$ cat config.mk
export PLATFORM = sky130hd
export DESIGN_NAME = riscv_decode_stage
export DESIGN_NICKNAME = d
export VERILOG_FILES = /design/src/rtl/riscv_pkg.sv /design/src/rtl/riscv_imm_gen.sv /design/src/rtl/riscv_decode_stage.sv
export SDC_FILE = /design/constraint.sdc
export NUM_CORES = 1
export LEC_CHECK = 0
export ABC_AREA = 1
export ABC_CLOCK_PERIOD_IN_PS = 2800
export BUFFER_PORTS_ARGS = -buffer_cell sky130_fd_sc_hd__buf_4
export CELL_PAD_IN_SITES_DETAIL_PLACEMENT = 1
export CELL_PAD_IN_SITES_GLOBAL_PLACEMENT = 2
export CORE_ASPECT_RATIO = 1.5
export CORE_MARGIN = 3
export CORE_UTILIZATION = 30
export CTS_BUF_LIST = sky130_fd_sc_hd__clkbuf_8
export DETAILED_ROUTE_END_ITERATION = 10
export PLACE_DENSITY = 0.95
export REMOVE_ABC_BUFFERS = 1
export SYNTH_ARGS = -nofsm -noshare
export SYNTH_HDL_FRONTEND = slang
export SYNTH_SLANG_ARGS = --single-unit
$ cat constraint.sdc
create_clock -name clk -period 2.8 [get_ports clk]
set_clock_uncertainty 0.05 [all_clocks]
set_input_delay 0.14 -clock clk [delete_from_list [all_inputs] [get_ports clk]]
set_output_delay 0.14 -clock clk [all_outputs]
set_load 0.03 [all_outputs]
$ cat src/rtl/riscv_pkg.sv
// riscv_pkg: opcode, FSM state and instruction-field definitions shared by the decode stage.
// Latency: n/a (definitions only).
// Backpressure: n/a.
package riscv_pkg;

    // RV32I major opcodes (instr[6:0])
    localparam logic [6:0] OP     = 7'b0110011;
    localparam logic [6:0] OP_IMM = 7'b0010011;
    localparam logic [6:0] LOAD   = 7'b0000011;
    localparam logic [6:0] STORE  = 7'b0100011;
    localparam logic [6:0] BRANCH = 7'b1100011;
    localparam logic [6:0] JAL    = 7'b1101111;
    localparam logic [6:0] JALR   = 7'b1100111;
    localparam logic [6:0] LUI    = 7'b0110111;
    localparam logic [6:0] AUIPC  = 7'b0010111;

    // Decode-stage sequencing; one instruction in flight at a time.
    typedef enum logic [1:0] {
        IDLE  = 2'd0,
        CHECK = 2'd1,
        READ  = 2'd2,
        OUT   = 2'd3
    } state_t;

    // Instruction field positions
    localparam int OPCODE_LSB  = 0;
    localparam int OPCODE_W    = 7;
    localparam int RD_LSB      = 7;
    localparam int FUNCT3_LSB  = 12;
    localparam int FUNCT3_W    = 3;
    localparam int RS1_LSB     = 15;
    localparam int RS2_LSB     = 20;
    localparam int FUNCT7_LSB  = 25;
    localparam int FUNCT7_W    = 7;
    localparam int REG_FIELD_W = 5;

    // rs1 is read by everything except the upper-immediate forms and JAL.
    function automatic logic uses_rs1(input logic [6:0] opc);
        return !((opc == LUI) || (opc == AUIPC) || (opc == JAL));
    endfunction

    // rs2 is read only by register-register ALU ops, stores and branches.
    function automatic logic uses_rs2(input logic [6:0] opc);
        return (opc == OP) || (opc == STORE) || (opc == BRANCH);
    endfunction

    // Stores and branches carry immediate bits where rd would sit.
    function automatic logic writes_rd(input logic [6:0] opc, input logic [4:0] rd);
        return (rd != 5'd0) && (opc != STORE) && (opc != BRANCH);
    endfunction

endpackage

$ cat src/rtl/riscv_imm_gen.sv
// riscv_imm_gen: RV32I immediate extraction and sign extension by instruction format.
// Latency: purely combinational.
// Backpressure: none (no handshake).
// Ports: instr (32-bit instruction word) in, imm (XLEN sign-extended immediate) out.
module riscv_imm_gen
    import riscv_pkg::*;
#(
    parameter int XLEN = 32
) (
    input  logic [31:0]     instr,
    output logic [XLEN-1:0] imm
);

    logic [31:0] imm32;

    always_comb begin
        imm32 = '0;
        case (instr[OPCODE_LSB +: OPCODE_W])
            OP_IMM, LOAD, JALR: imm32 = {{20{instr[31]}}, instr[31:20]};
            STORE:              imm32 = {{20{instr[31]}}, instr[31:25], instr[11:7]};
            BRANCH:             imm32 = {{19{instr[31]}}, instr[31], instr[7],
                                         instr[30:25], instr[11:8], 1'b0};
            LUI, AUIPC:         imm32 = {instr[31:12], 12'b0};
            JAL:                imm32 = {{11{instr[31]}}, instr[31], instr[19:12],
                                         instr[20], instr[30:21], 1'b0};
            // R-type and anything unrecognised carry no immediate
            default:            imm32 = '0;
        endcase
    end

    // Widening cast of a signed value replicates the sign bit up to XLEN.
    assign imm = XLEN'(signed'(imm32));

endmodule

$ cat src/rtl/riscv_decode_stage.sv
// riscv_decode_stage: RV32I decode/operand fetch with RAW scoreboard in front of the register file.
// Latency: accept in IDLE -> out_valid three cycles later without hazard; +1 cycle per stall cycle.
// Backpressure: in_ready only in IDLE; bundle held stable while out_valid && !out_ready.
// Ports: clk/rst (sync, active-high), flush; fetch in_valid/in_ready/in_instr/in_pc;
//        register file rf_rs1/rf_rs2/rf_read/rf_rd1/rf_rd2; writeback wb_valid/wb_rd/wb_data;
//        execute out_valid/out_ready and the decoded bundle out_pc..out_op2.
// Optional: define DECODE_WB_BYPASS_EN to resolve a hazard in the same cycle writeback retires it.
module riscv_decode_stage
    import riscv_pkg::*;
#(
    parameter int XLEN      = 32,
    parameter int NAME_BITS = 5
) (
    input  logic                 clk,
    input  logic                 rst,
    input  logic                 flush,
    input  logic                 in_valid,
    output logic                 in_ready,
    input  logic [31:0]          in_instr,
    input  logic [XLEN-1:0]      in_pc,
    output logic [NAME_BITS-1:0] rf_rs1,
    output logic [NAME_BITS-1:0] rf_rs2,
    output logic                 rf_read,
    input  logic [XLEN-1:0]      rf_rd1,
    input  logic [XLEN-1:0]      rf_rd2,
    input  logic                 wb_valid,
    input  logic [NAME_BITS-1:0] wb_rd,
    input  logic [XLEN-1:0]      wb_data,
    output logic                 out_valid,
    input  logic                 out_ready,
    output logic [XLEN-1:0]      out_pc,
    output logic [6:0]           out_opcode,
    output logic [2:0]           out_funct3,
    output logic [6:0]           out_funct7,
    output logic [NAME_BITS-1:0] out_rd,
    output logic                 out_wen,
    output logic [XLEN-1:0]      out_imm,
    output logic [XLEN-1:0]      out_op1,
    output logic [XLEN-1:0]      out_op2
);

    localparam int NREGS = 1 << NAME_BITS;

    state_t           state;
    logic [31:0]      instr_q;
    logic [XLEN-1:0]  pc_q;
    logic [NREGS-1:0] sb;
    logic [NREGS-1:0] sb_next;
    logic [XLEN-1:0]  imm;
    logic [6:0]       opc;
    logic             use1;
    logic             use2;
    logic             pend1;
    logic             pend2;
    logic             hazard;
    logic             handshake;
    logic             wen_dec;
    logic [XLEN-1:0]  src1;
    logic [XLEN-1:0]  src2;

    riscv_imm_gen #(.XLEN(XLEN)) u_imm_gen (
        .instr (instr_q),
        .imm   (imm)
    );

    assign opc     = instr_q[OPCODE_LSB +: OPCODE_W];
    assign use1    = uses_rs1(opc);
    assign use2    = uses_rs2(opc);
    assign wen_dec = writes_rd(opc, instr_q[RD_LSB +: REG_FIELD_W]);

    // rf_rs1/rf_rs2 hold the latched source names for the whole instruction.
    assign pend1 = use1 && (rf_rs1 != '0) && sb[rf_rs1];
    assign pend2 = use2 && (rf_rs2 != '0) && sb[rf_rs2];

`ifdef DECODE_WB_BYPASS_EN
    logic            byp_hit1;
    logic            byp_hit2;
    logic            byp_use1;
    logic            byp_use2;
    logic [XLEN-1:0] byp_val1;
    logic [XLEN-1:0] byp_val2;

    // A pending source retiring this very cycle is taken from wb_data; the
    // register file read issued on the same edge would still return the old value.
    assign byp_hit1 = pend1 && wb_valid && (wb_rd == rf_rs1);
    assign byp_hit2 = pend2 && wb_valid && (wb_rd == rf_rs2);
    assign hazard   = (pend1 && !byp_hit1) || (pend2 && !byp_hit2);
    assign src1     = byp_use1 ? byp_val1 : rf_rd1;
    assign src2     = byp_use2 ? byp_val2 : rf_rd2;

    always_ff @(posedge clk) begin
        if (rst) begin
            byp_use1 <= 1'b0;
            byp_use2 <= 1'b0;
            byp_val1 <= '0;
            byp_val2 <= '0;
        end else if ((state == CHECK) && !hazard && !flush) begin
            byp_use1 <= byp_hit1;
            byp_use2 <= byp_hit2;
            byp_val1 <= wb_data;
            byp_val2 <= wb_data;
        end
    end
`else
    logic unused_wb;
    assign unused_wb = ^wb_data;
    assign hazard    = pend1 || pend2;
    assign src1      = rf_rd1;
    assign src2      = rf_rd2;
`endif

    assign in_ready = (state == IDLE);

    // Strobe goes out in the CHECK cycle that clears, so the register file
    // answers during READ, where the data is captured.
    assign rf_read = (state == CHECK) && !hazard && !flush && !rst;

    assign handshake = (state == OUT) && out_valid && out_ready && !flush;

    // Clear then set: a retiring write and a new claim on the same register
    // in one cycle leaves the register claimed by the newer instruction.
    always_comb begin
        sb_next = sb;
        if (wb_valid) begin
            sb_next[wb_rd] = 1'b0;
        end
        if (handshake && out_wen) begin
            sb_next[out_rd] = 1'b1;
        end
        sb_next[0] = 1'b0;
    end

    always_ff @(posedge clk) begin
        if (rst) begin
            state      <= IDLE;
            sb         <= '0;
            instr_q    <= '0;
            pc_q       <= '0;
            rf_rs1     <= '0;
            rf_rs2     <= '0;
            out_valid  <= 1'b0;
            out_pc     <= '0;
            out_opcode <= '0;
            out_funct3 <= '0;
            out_funct7 <= '0;
            out_rd     <= '0;
            out_wen    <= 1'b0;
            out_imm    <= '0;
            out_op1    <= '0;
            out_op2    <= '0;
        end else begin
            sb <= sb_next;
            if (flush) begin
                state     <= IDLE;
                out_valid <= 1'b0;
            end else begin
                case (state)
                    IDLE: begin
                        if (in_valid) begin
                            instr_q <= in_instr;
                            pc_q    <= in_pc;
                            rf_rs1  <= NAME_BITS'(in_instr[RS1_LSB +: REG_FIELD_W]);
                            rf_rs2  <= NAME_BITS'(in_instr[RS2_LSB +: REG_FIELD_W]);
                            state   <= CHECK;
                        end
                    end
                    CHECK: begin
                        if (!hazard) begin
                            state <= READ;
                        end
                    end
                    READ: begin
                        out_pc     <= pc_q;
                        out_opcode <= opc;
                        out_funct3 <= instr_q[FUNCT3_LSB +: FUNCT3_W];
                        out_funct7 <= instr_q[FUNCT7_LSB +: FUNCT7_W];
                        out_rd     <= NAME_BITS'(instr_q[RD_LSB +: REG_FIELD_W]);
                        out_wen    <= wen_dec;
                        out_imm    <= imm;
                        out_op1    <= use1 ? src1 : '0;
                        out_op2    <= use2 ? src2 : '0;
                        out_valid  <= 1'b1;
                        state      <= OUT;
                    end
                    OUT: begin
                        if (out_ready) begin
                            out_valid <= 1'b0;
                            state     <= IDLE;
                        end
                    end
                    default: state <= IDLE;
                endcase
            end
        end
    end

endmodule

After elaboration in Yosys (flattened, before gate mapping)
Cells that the tools add are included.
- logic and storage cells: 99
- output and inout bits: 164
- register bits after elaboration: 260
- bits of input ports: 171
- equal/unequal tests: 17
- bitwise logic cells: 4
- muxes and demuxes: 19
- reduce and logical (&&, ||, !) cells: 36
- magnitude comparators: 6
- operator list (operator ; count):
    32-bit case mux with 5 select lines ; 1
    32-bit 2-to-1 mux ; 4
    32-bit bitwise AND ; 1
    32-bit NOT ; 1
    32-bit OR ; 1
    5-bit by 6-bit < comparator with 1-bit output (second input constant) ; 4
    7-bit by 6-bit equality test with 1-bit output (second input constant) ; 3
    7-bit equality test (second input constant) ; 3
    1-bit logical AND ; 15
    5-bit nonzero test ; 3
    7-bit by 5-bit equality test with 1-bit output (second input constant) ; 2
    1-bit binary-select mux with 5-bit select ; 2
    1-bit demux with 5-bit select ; 2
    5-bit by 1-bit greater-or-equal comparator with 1-bit output (second input constant) ; 2
    2-bit case mux with 4 select lines ; 1
    7-bit by 2-bit equality test with 1-bit output (second input constant) ; 1
    7-bit by 6-bit != test with 1-bit output (second input constant) ; 1
    7-bit != test (second input constant) ; 1
    2-bit 2-to-1 mux ; 3
    2-bit != test (second input constant) ; 3
    3-bit AND reduction ; 2
    1-bit logical OR ; 5
    1-bit 2-to-1 mux ; 5
    2-bit equality test (second input constant) ; 2
    9 further kinds ; 14

Logic depth before layout (Yosys ltp)
- depth after elaboration: 11
- mapped depth: 17
- gate-level depth less buffers: 16

Cells and area by module
From an unflattened synthesis, not the netlist that was laid out.
- cell total of the unflattened synthesis: 1479
- area total of the unflattened synthesis: 10535.1 um^2
- modules (own cells, without submodules) (module ; cells each ; area each (um^2) ; seq. area each (um^2) ; times used):
    riscv_decode_stage ; 1316 ; 9775.6 ; 4984.8 ; 1
    riscv_imm_gen ; 163 ; 759.5 ; 0.0 ; 1

Least setup slack after synthesis
Ideal clock, no wire load.
- path kind: register -> output
- start: reg rf_rs1[0]
- end: out rf_read
- setup slack: 1.116 ns
- buffers on the path: 2
- data arrival time: 1.494 ns
- cell stages (with the launch flop): 13
- data required time: 2.610 ns
- cells stage by stage: dfxtp_1 buf_6 inv_4 buf_6 nand2_1 nand3_1 nand3_1 nand3_1 nand2_1 nand2_1 nand2_1 nand2_2 nor2_1
- longest elaborated chain between the ends: 8
- elaborated cells on any way between the ends: 10
- classes of those cells: mux (2); reduce/logical (8)
- RTL lines (what ; RTL line ; text):
    start: declaration ; riscv_decode_stage.sv:21 ; output logic [NAME_BITS-1:0] rf_rs1,
    start signal: assignment ; riscv_decode_stage.sv:162 ; rf_rs1 <= NAME_BITS'(in_instr[RS1_LSB +: REG_FIELD_W]);
    1-bit binary-select mux with 5-bit select / 5-bit nonzero test (equally long branches) ; riscv_decode_stage.sv:72 ; assign pend1 = use1 && (rf_rs1 != '0) && sb[rf_rs1];
    1-bit 2-to-1 mux (not written as such) / 1-bit logical AND (equally long branches) ; riscv_decode_stage.sv:72 ;
    1-bit logical AND * ; riscv_decode_stage.sv:72 ;
    1-bit logical OR * ; riscv_decode_stage.sv:107 ; assign hazard = pend1 || pend2;
    1-bit zero test * ; n/a ;
    1-bit logical AND * (3 in series) ; riscv_decode_stage.sv:116 ; assign rf_read = (state == CHECK) && !hazard && !flush && !rst;
    end: declaration ; riscv_decode_stage.sv:23 ; output logic rf_read,
Mark *: on every way between the ends. The rest lies on a longest branch, timed or not. The select of a mux whose other input is x is not followed.

Worst setup path after layout
- start: reg instr_q[2]
- end: out rf_read
- longest elaborated chain between the ends: 11
- elaborated cells on any way between the ends: 20
- classes of those cells: eq/ne (6); reduce/logical (14)
- RTL lines (what ; RTL line ; text):
    start: declaration ; riscv_decode_stage.sv:45 ; logic [31:0] instr_q;
    start signal: assignment ; riscv_decode_stage.sv:160 ; instr_q <= in_instr;
    7-bit by 6-bit equality test with 1-bit output / 7-bit by 5-bit equality test with 1-bit output (equally long branches) ; riscv_pkg.sv:39 ; return !((opc == LUI) || (opc == AUIPC) || (opc == JAL));
    1-bit logical OR (2 in series) ; riscv_pkg.sv:39 ;
    1-bit zero test ; riscv_pkg.sv:39 ;
    1-bit logical AND (2 in series) ; riscv_decode_stage.sv:72 ;
    1-bit logical OR * ; riscv_decode_stage.sv:107 ;
    1-bit zero test * ; n/a ;
    1-bit logical AND * (3 in series) ; riscv_decode_stage.sv:116 ;
Mark *: on every way between the ends. The rest lies on a longest branch, timed or not.

==> flow_metrics.tcl <==
set metrics [dict create \
    status "finished clean" \
    path_cells "inv_1 > nor3_2 > nand2_2 > nand2_1 > inv_2 > nand2_1 > nand2_1 > nand2_1 > nand2_2 > nor2_1 > buf_4" \
    async_flop_share_pct 0 \
    syn_area_per_cell_sq_um 7.370 \
    p_comb_share_pct 14.9 \
    hold_path.class "in -> reg" \
    synthTopCellsByCount "nand2_1 (277), dfxtp_1 (249), o21ai_0 (224)" \
    grt_max_degree 130 \
    slew_headroom_pct 43.28 \
    critPathLaunchType "register" \
    critPathArrivalTime_ps 2350 \
    fill_cells 4045 \
    use_met2_pct 41.00 \
    fp-row-count 81 \
    cts_tree "yes" \
    fin_ws_ps 260.9 \
    critPathMaxStageDelay_ps 360 \
    post-cts-setup-buffers 0 \
    root_buffer "clkbuf_8" \
    vias_per_cell 5.092 \
    syn2layout_area_growth_pct 46.04 \
    grt_overflow 0 \
    io_pins 335 \
    switchingPower_mw 2.280 \
    rsz0062_at_grt "no" \
    cp.required_ps 2610 \
    synth_top_area_share_pct 49.63 \
    crit_path_end "rf_read" \
    ant_nets 0 \
    synth_ff_type "dfxtp_1" \
    nNetsFinal 1939 \
    yosysMostFrequentCell "nand2_1" \
    grt_first_pass_wirelength_mm 65.56 \
    path_class "reg -> out" \
    peakVddDrop_mv 0.3171 \
    cp_num_cells 11 \
    path_delay_family "simple AND/OR/NAND/NOR gates" \
    cts_inserted_buffers 42 \
    seq_area_frac_synth_pct 49.63 \
    powerDensity_nw_per_um2 546.6 \
    synth-seq-cells 249 \
    drive_gt1_share_pct 22.58 \
    num_vias 11213 \
    synth_cell_types 31 \
    worst_slew_pin_slew_ps 845.7 \
    synth_edf_count 0 \
    start_util_pct 30.59 \
    antenna_found_initial 3 \
    r2r-end "state[1]" \
    synth_area_leaders "dfxtp_1 (50%), o21ai_0 (11%), nand2_1 (10%), a21oi_1 (8.7%), nor2_1 (6.2%)" \
    swShare_pct 28.43 \
    min_period_ps 2539 \
    clkTransAtPathRegs_ps 60 \
    routed_wl_mm 41.93 \
    gp_congestion 0.8378 \
    r2r-start "instr_q[2]" \
    critPathLaunch "instr_q[2]" \
    crit_buf_inv 3 \
    core_sq_um 32840 \
    die_h_microns 230.1 \
    syn_inst 1363 \
    grt_use_total_pct 22.71 \
    ys_warn_count 0 \
    place_area_sq_um 12530 \
    finalInstanceArea_sq_um 14670 \
    slew_viol_final 0 \
    cts_max_level 2 \
    dieWidth_microns 155.4 \
    clkSinkCount 249 \
    dp_slack_ps 623.6 \
    clockBufferDepth 3 \
    use_met1_pct 24.38 \
    drv_cap 0 \
    numPortBuffers 302 \
    grt_pass1_vias 12102 \
    rrSetupSlack_ps 330 \
    crit_fanout 14 \
    yosysTopAreaCell "dfxtp_1" \
    crit_path_end_kind "output port" \
    drtPass1Iterations 5 \
    internal_power_mw 5.738 \
    cp_common_cell "nand2_1" \
    clk_latency_ps 550 \
    dpl.hpwl_mm 26.13 \
    drc_errors 0 \
    power.share.clock_pct 37.8 \
    power_frac_seq_pct 47.3 \
    top_usage_layer "met2" \
    synth_area_sq_um 10040 \
    r2r_cells 14 \
    avgRoutedWirePerCell_microns 19.04 \
    max_freq_ghz 0.3938 \
    dieArea_sq_um 35760 \
    slowest_stage "dfxtp_1" \
    drtIter0Drc 576 \
    power.total_mw 8.018 \
    p_leak_nw 6.318 \
    setup_viol 0 \
    grt_use_met3_pct 5.140 \
    fin_crit_sh_pct 90.68 \
    hold_viol 0 \
]
## kinds of logic (layout without fill, tap and decap cells)
group	count (synthesis)	count (layout)	share of synthesized area (%)
DFF	249	249	49.63
buffers and inverters	159	581	7.200
other	0	2	0
AOI/OAI and AO/OA	411	411	20.78
and+or+nand+nor	540	540	21.90
adders and majority gates	4	4	0.4983
## layer usage
metal  routed length [microns]  share of wire (%)  vias up
li1                          -                  -     5284
met1                     15570                 37     5452
met2                     21770                 52      339
met3                      2257                5.4      136
met4                      2329                5.6        2
met5                         7              0.017        -
## layout make-up
class,count,area (sq um),area share [%]
clock inverter,17,78.83,0.5374
timing repair buffer,459,3844,26.20
multi-input combinational,955,4357,29.70
sequential,249,4986,33.99
clock buffer,48,660.6,4.504
antenna,2,5.005,0.03412
tap,415,519.2,3.540
inverter,57,219.0,1.493
## registers in the layout, summed over array words and instances, names as in the netlist
signal      count
state           2
out_pc         32
out_opcode      7
out_op2        32
rf_rs2          4
sb             31
out_op1        32
out_wen         1
out_imm        32
out_valid       1
out_funct3      3
pc_q           32
rf_rs1          4
out_funct7      7
out_rd          5
instr_q        24
## placed cells by master, fill, tap and decap left out, types with 48 or more instances in the layout
cell type,count
nand2_1,277
nand3_1,69
o21ai_0,224
nor2_1,166
dlygate4sd3_1,139
clkbuf_8,48
a21oi_1,175
dfxtp_1,248
inv_1,59
buf_4,316
## through the flow
stage               hold WS [ps]  TNS [ps]  std cells  util [%]
floorplan                  159.1   -973750       1261         -
global placement           340.9         0       1996     38.16
detailed placement         352.2         0       1996     38.16
CTS                        19.95         0       2200     44.65
global route               73.24         0       2202     44.67
finish                     70.29         0       2202     44.67
## worst reg2reg max path, delay by kind of cell, from the launching register on
family,cells,cell delay [ps]
flip-flops,1,360
AND/OR/NAND/NOR,11,1250
buffers and inverters,3,700
## power groups by stage
stage               registers [mW]  logic, mW  clock network [mW]
floorplan                     4.00      0.363                   0
global placement              3.85      0.994                   0
detailed placement            3.86       1.01                   0
CTS                           3.78       1.18                3.13
global route                  3.80       1.30                3.29
finish                        3.79       1.20                3.03
## worst min-delay path by stage
stage	from	to	cells past startpoint
final	wb_rd[3]	sb[25]	4
after global routing	wb_rd[3]	sb[25]	4
after CTS	wb_rd[3]	sb[25]	4
after detailed placement	in_pc[25]	pc_q[25]	3
after global placement	in_pc[8]	pc_q[8]	3
after floorplan	rst	out_funct7[0]	1
## repair_timing
item / CTS / global route
endpoints found under the hold margin: 135 / 0
hold buffers: 139 / 0
gates resized for setup: 0 / 1
setup endpoints to repair: 0 / 1
Power figures use the tool's default switching activity.
